### src/rtl/sync_reg_source_queue_pkg.sv
// Shared definitions for the synchronizer source-side staging queue.
package sync_reg_source_queue_pkg;

  localparam int COALESCE_OFF = 0;
  localparam int COALESCE_ON  = 1;

  // COUNT must represent 0..depth inclusive, hence one bit beyond the pointer width.
  function automatic int count_w(input int depth);
    return $clog2(depth) + 1;
  endfunction

endpackage

### src/rtl/sync_reg_source_queue_if.sv
// Handshake bundle between local logic, the staging queue and the synchronizer.
interface sync_reg_source_queue_if #(
  parameter int width = 1,
  parameter int depth = 4
);
  import sync_reg_source_queue_pkg::*;

  localparam int CW = count_w(depth);

  logic             ENQ;
  logic [width-1:0] D_IN;
  logic             FULL_N;
  logic [CW-1:0]    COUNT;
  logic             sRDY;
  logic             sEN;
  logic [width-1:0] sD_OUT;
  logic             OVR;
  logic             ERR;

  modport slave (
    input  ENQ, D_IN, sRDY,
    output FULL_N, COUNT, sEN, sD_OUT, OVR, ERR
  );

  modport master (
    output ENQ, D_IN, sRDY,
    input  FULL_N, COUNT, sEN, sD_OUT, OVR, ERR
  );

endinterface

### src/rtl/sync_reg_source_queue_mem.sv
// Unreset register-array storage for the staging queue: one write port, async read.
module sync_reg_queue_mem #(
  parameter int width = 1,
  parameter int depth = 4
) (
  input  logic                     clk,
  input  logic                     wr_en,
  input  logic [$clog2(depth)-1:0] wr_addr,
  input  logic [width-1:0]         wr_data,
  input  logic [$clog2(depth)-1:0] rd_addr,
  output logic [width-1:0]         rd_data
);

  logic [width-1:0] mem_q [depth];

  always_ff @(posedge clk) begin
    if (wr_en) begin
      mem_q[wr_addr] <= wr_data;
    end
  end

  assign rd_data = mem_q[rd_addr];

endmodule

### src/rtl/sync_reg_source_queue.sv
// Circular FIFO staging register updates ahead of the handshake-pulse synchronizer,
// with an optional "latest value wins" overwrite policy when full.
module sync_reg_source_queue
  import sync_reg_source_queue_pkg::*;
#(
  parameter int width    = 1,
  parameter int depth    = 4,
  parameter int coalesce = COALESCE_OFF
) (
  input  logic                           CLK,
  input  logic                           RST,
  sync_reg_source_queue_if.slave         q
);

  localparam int PW = $clog2(depth);
  localparam int CW = count_w(depth);

  logic [PW-1:0] head_q, head_d;
  logic [PW-1:0] tail_q, tail_d;
  logic [CW-1:0] count_q, count_d;
  logic          full_n_q, full_n_d;
  logic          ovr_q, ovr_d;
  logic          err_q, err_d;

  logic          pop, push, overwrite, reject, full;
  logic          wr_en;
  logic [PW-1:0] wr_addr;

  always_comb begin
    pop       = q.sRDY && (count_q != '0);
    full      = (count_q == CW'(depth));
    push      = 1'b0;
    overwrite = 1'b0;
    reject    = 1'b0;
    if (q.ENQ) begin
      if (!full) begin
        push = 1'b1;
      end else if (coalesce == COALESCE_ON) begin
        // A same-cycle pop frees a slot, so a full coalescing queue can still append.
        if (pop) push = 1'b1;
        else     overwrite = 1'b1;
      end else begin
        reject = 1'b1;
      end
    end

    head_d   = pop  ? head_q + PW'(1) : head_q;
    tail_d   = push ? tail_q + PW'(1) : tail_q;
    count_d  = count_q + CW'(push) - CW'(pop);
    full_n_d = (count_d != CW'(depth));
    ovr_d    = overwrite;
    err_d    = err_q | reject;
    wr_en    = push | overwrite;
    wr_addr  = push ? tail_q : tail_q - PW'(1);
  end

  always_ff @(posedge CLK or posedge RST) begin
    if (RST) begin
      head_q   <= '0;
      tail_q   <= '0;
      count_q  <= '0;
      full_n_q <= 1'b0;
      ovr_q    <= 1'b0;
      err_q    <= 1'b0;
    end else begin
      head_q   <= head_d;
      tail_q   <= tail_d;
      count_q  <= count_d;
      full_n_q <= full_n_d;
      ovr_q    <= ovr_d;
      err_q    <= err_d;
    end
  end

  sync_reg_queue_mem #(
    .width (width),
    .depth (depth)
  ) u_mem (
    .clk     (CLK),
    .wr_en   (wr_en),
    .wr_addr (wr_addr),
    .wr_data (q.D_IN),
    .rd_addr (head_q),
    .rd_data (q.sD_OUT)
  );

  assign q.sEN    = pop;
  assign q.COUNT  = count_q;
  assign q.FULL_N = full_n_q;
  assign q.OVR    = ovr_q;
  assign q.ERR    = err_q;

endmodule

### src/flat_wrapper.sv
// flat-port wrapper written by rule: the top's interface ports become plain ports
module sync_reg_source_queue_flat import sync_reg_source_queue_pkg::*;
#(
  parameter int width    = 1,
  parameter int depth    = 4,
  parameter int coalesce = COALESCE_OFF
)
  (CLK, RST, q_ENQ, q_D_IN, q_sRDY, q_FULL_N, q_COUNT, q_sEN, q_sD_OUT, q_OVR, q_ERR);
  sync_reg_source_queue_if #(.width(width), .depth(depth)) q_i ();
  input  logic CLK;
  input  logic RST;
  input wire logic [$bits(q_i.ENQ)-1:0] q_ENQ;
  input wire logic [$bits(q_i.D_IN)-1:0] q_D_IN;
  input wire logic [$bits(q_i.sRDY)-1:0] q_sRDY;
  output wire logic [$bits(q_i.FULL_N)-1:0] q_FULL_N;
  output wire logic [$bits(q_i.COUNT)-1:0] q_COUNT;
  output wire logic [$bits(q_i.sEN)-1:0] q_sEN;
  output wire logic [$bits(q_i.sD_OUT)-1:0] q_sD_OUT;
  output wire logic [$bits(q_i.OVR)-1:0] q_OVR;
  output wire logic [$bits(q_i.ERR)-1:0] q_ERR;
  assign q_i.ENQ = q_ENQ;
  assign q_i.D_IN = q_D_IN;
  assign q_i.sRDY = q_sRDY;
  assign q_FULL_N = q_i.FULL_N;
  assign q_COUNT = q_i.COUNT;
  assign q_sEN = q_i.sEN;
  assign q_sD_OUT = q_i.sD_OUT;
  assign q_OVR = q_i.OVR;
  assign q_ERR = q_i.ERR;
  sync_reg_source_queue #(.width(width), .depth(depth), .coalesce(coalesce)) u_core (.CLK(CLK), .RST(RST), .q(q_i));
endmodule
### config.mk
export PLATFORM = sky130hd
export DESIGN_NAME = sync_reg_source_queue_flat
export DESIGN_NICKNAME = d
export VERILOG_FILES = /design/src/rtl/sync_reg_source_queue_pkg.sv /design/src/rtl/sync_reg_source_queue_if.sv /design/src/rtl/sync_reg_source_queue_mem.sv /design/src/rtl/sync_reg_source_queue.sv /design/src/flat_wrapper.sv
export SDC_FILE = /design/constraint.sdc
export NUM_CORES = 1
export LEC_CHECK = 0
export CAP_MARGIN = 40
export CORE_AREA = 2 2 39 41
export CTS_BUF_LIST = sky130_fd_sc_hd__clkbuf_4
export CTS_CLUSTER_SIZE = 30
export DETAILED_ROUTE_END_ITERATION = 6
export DIE_AREA = 0 0 41 43
export PLACE_DENSITY = 0.76
export SYNTH_ARGS = -nofsm -noshare
export SYNTH_HDL_FRONTEND = slang
export SYNTH_HIERARCHICAL = 1
export SYNTH_SLANG_ARGS = --single-unit
export TNS_END_PERCENT = 5
### constraint.sdc
create_clock -name CLK -period 2.8 [get_ports CLK]
set_clock_uncertainty 0.2 [all_clocks]
set_input_delay 0.56 -clock CLK [delete_from_list [all_inputs] [get_ports CLK]]
set_output_delay 0.56 -clock CLK [all_outputs]
set_load 0.05 [all_outputs]
==> metrics <==
run status=completed; CTS Hold Bufs=0; Leakage Power=between 0.3 and 0.4 nW; fraction of layout cells with a size suffix above 1=22.58%; Die Y-Extent=43 µm; peak clock frequency supported by timing=377.3 MHz; power density normalized to cell area=1314 nW/µm²; most common library cell in the layout ignoring fill and taps=sky130_fd_sc_hd__clkdlybuf4s50_1; Hold Fails Final Rpt=0; final setup violation count=0; cell count after synthesis=45; Worst Setup Slack, final=0.1496 ns; CP Max Fanout=3; starting utilization of the core area=44.30%; die area=1763 µm²; TritonCTS clock tree=done; routed wirelength normalized by instance count=11.97 µm; grt ovf=0; capture instance of the worst register-to-register path=u_core/q.FULL_N$_DFF_PP0_; number of max-capacitance violations reported=0; # resized after CTS=0; category of cells accounting for the largest share of critical-path delay=buffers and inverters; worst reg-to-reg setup slack=between 0.15 and 0.2 ns; number of buffers and inverters on the critical path=1; net load switching power=between 0.0004 and 0.0005 W; number of cells traversed by the worst register-to-register path=10; post-route non-filler standard cell count=78; highest-count cells in the layout ignoring fill and taps=10 x sky130_fd_sc_hd__clkdlybuf4s50_1, 8 x sky130_fd_sc_hd__dfrtp_1, 6 x sky130_fd_sc_hd__inv_1, 5 x sky130_fd_sc_hd__xnor2_1; number of placed instances with taps included=74; relative contribution of sequential cells to total power=34.6%; Critical Path, Cell by Cell=mux4_2, clkdlybuf4s50_1; Worst Setup Slack post-DPL=-0.03705 ns; category of the worst setup path launch point=flip-flop; Num Clock Sinks=13; H-tree level count=1; clock network latency to the later pin of the worst-skew pair=0.27 ns; Worst Hold Launch=u_core/head_q[1]$_DFFE_PP0P_; CTS buffer count=3; Post-Route WL=slightly above 900 µm; combinational power share=53.9%; IR drop worst, VDD=0.0006360 V; routed via count divided by cell count=4.782; number of vias after detailed routing=373; I/O pin count=13; routability cong.=0.7168; min-delay worst type=flip-flop to flip-flop; vias in the first global route=419; shortest clock period the worst path allows after layout=2.650 ns; required arrival time at the worst endpoint=2.04 ns; post-CTS setup buffers=0; Remaining DRCs=0; maximum count of clock buffers along a single path=2; arrival time of data at the critical path endpoint=1.89 ns; standard cell with the maximum stage delay on the critical path=sky130_fd_sc_hd__clkdlybuf4s50_1; aggregate global-route resource usage=15.50%; setup repair after global routing missed its margin=false; largest net degree at the start of global routing=10; post-synthesis cell area=between 600 and 700 µm²; DR iter-0 viols=5; final count of pins violating max slew=0; FF+latch count, synth=13; net count reported at finish=71; total number of yosys warnings=6; register area share after synthesis=56.33%; area added between synthesis and finish=31.63%; core area=1384 µm²; ANT nets after route=0; Core Rows=14; power after layout=0.001060 W; clock tree root driver cell=sky130_fd_sc_hd__clkbuf_4; final total negative setup slack=0 ns; Unique masters post-synth=21; sort of element at the end of the critical path=output pin; count of TritonRoute iterations in the first routing pass=4; number of antenna violations at the first check in global routing=0; antenna fix cells=0; total nets after synthesis=53; Post-Synthesis Mean Instance Area=13.62 µm²; die span in x=41 µm; part of the cycle the worst path needs=a little over nine tenths; worst setup path category=flip-flop to output pin; final hold slack=between 0.2 and 0.3 ns; Hold Crit Endpoint=u_core/head_q[1]$_DFFE_PP0P_; Port Buffers=11; first-pass GRT wire length=1690 µm; biggest cell delay along the critical path=0.71 ns; post-detailed-placement half-perimeter wirelength=771.3 µm; cell-internal power=roughly 0.00060 W; clock transition time at the flip-flop clock pins of the worst setup and hold paths=0.08 ns; switching part of the total=43.14%; startpoint of the most critical register-to-register path=u_core/q.COUNT[1]$_DFF_PP0_; clock share of power=11.6%; number of cells traversed by the worst hold path=1; layout filler cell count=121
-- cell families (layout without fill, tap and decap cells) --
group	after synthesis	in the layout	synth area share (%)
AOI/OAI and AO/OA	4	4	5.715
xor gates and xnor gates	8	8	11.43
adders and majority gates	3	3	7.346
buffers and inverters	7	24	4.898
DFF	13	13	56.33
muxes	1	1	3.673
other	1	1	0.6117
and+or+nand+nor	8	8	10.00
-- power by group through the flow --
stage | Sequential, W | Combinational, W | Clock [W]
final | 0.000366 | 0.000571 | 0.000123
after global routing | 0.000383 | 0.000617 | 0.000133
after CTS | 0.000370 | 0.000578 | 0.000128
after detailed placement | 0.000374 | 0.000576 | 0
after global placement | 0.000369 | 0.000560 | 0
after floorplan | 0.000468 | 0.000305 | 0
-- synth_stat cells --
library cell,count,area (µm²)
sky130_fd_sc_hd__a21oi_2,1,8.760
sky130_fd_sc_hd__ha_1,2,25.02
sky130_fd_sc_hd__or3b_4,1,11.26
sky130_fd_sc_hd__o31a_2,1,10.01
sky130_fd_sc_hd__edfxtp_1,4,120.1
sky130_fd_sc_hd__buf_4,1,7.510
sky130_fd_sc_hd__conb_1,1,3.750
sky130_fd_sc_hd__nand3b_1,1,7.510
sky130_fd_sc_hd__and3_1,1,6.260
sky130_fd_sc_hd__nand2_2,1,6.260
sky130_fd_sc_hd__xor2_1,3,26.28
sky130_fd_sc_hd__o21bai_1,1,7.510
sky130_fd_sc_hd__mux4_2,1,22.52
sky130_fd_sc_hd__dfrtp_1,9,225.2
sky130_fd_sc_hd__inv_1,6,22.52
sky130_fd_sc_hd__nand3_1,1,5.000
sky130_fd_sc_hd__xnor2_1,5,43.79
sky130_fd_sc_hd__nor3b_1,1,7.510
sky130_fd_sc_hd__o311ai_0,1,8.760
sky130_fd_sc_hd__fa_1,1,20.02
sky130_fd_sc_hd__and3b_1,2,17.52
-- flip-flops by register name, summed over array words and instances, names as in the netlist --
register	flops
u_core/u_mem/mem_q	4
u_core/q.COUNT	3
u_core/head_q	2
u_core/tail_q	2
u_core/q.ERR	1
u_core/q.FULL_N	1
-- stage by stage --
step / utilization (%) / instance area (µm²)
2_1_floorplan: - / 621.8
3_3_place_gp: 56.15 / 777.0
3_5_place_dp: 56.15 / 777.0
4_1_cts: 58.32 / 807.0
5_1_grt: 58.32 / 807.0
6_report: 58.32 / 807.0
-- worst max path at each step --
stage                                            start  cells after the start                         to
after floorplan            u_core/q.COUNT[1]$_DFF_PP0_                     10  u_core/q.FULL_N$_DFF_PP0_
after global routing       u_core/q.COUNT[1]$_DFF_PP0_                     10  u_core/q.FULL_N$_DFF_PP0_
final                     u_core/head_q[0]$_DFFE_PP0P_                      2                   q_sD_OUT
after global placement                          q_sRDY                     10  u_core/q.FULL_N$_DFF_PP0_
after CTS                 u_core/head_q[0]$_DFFE_PP0P_                      2                   q_sD_OUT
after detailed placement                        q_sRDY                     10  u_core/q.FULL_N$_DFF_PP0_
-- layout make-up --
cell class,instances,area (µm²),share of cell area (%)
inverters,6,22.52,2.791
repair buffers,14,142.6,17.67
flip-flops and latches,13,346.6,42.95
well taps,16,20.02,2.481
clock buffers,4,30.03,3.721
multi-input cells,25,245.2,30.39
-- metal layers --
layer / track usage, % / part of all wire, % / vias up
met5: 0 / 0 / -
met4: 14.00 / 1.8 / 0
met3: 3.141 / 3.2 / 2
met2: 24.06 / 54 / 6
met1: 16.26 / 40 / 178
li1: - / - / 187
Power figures use the tool's default switching activity.
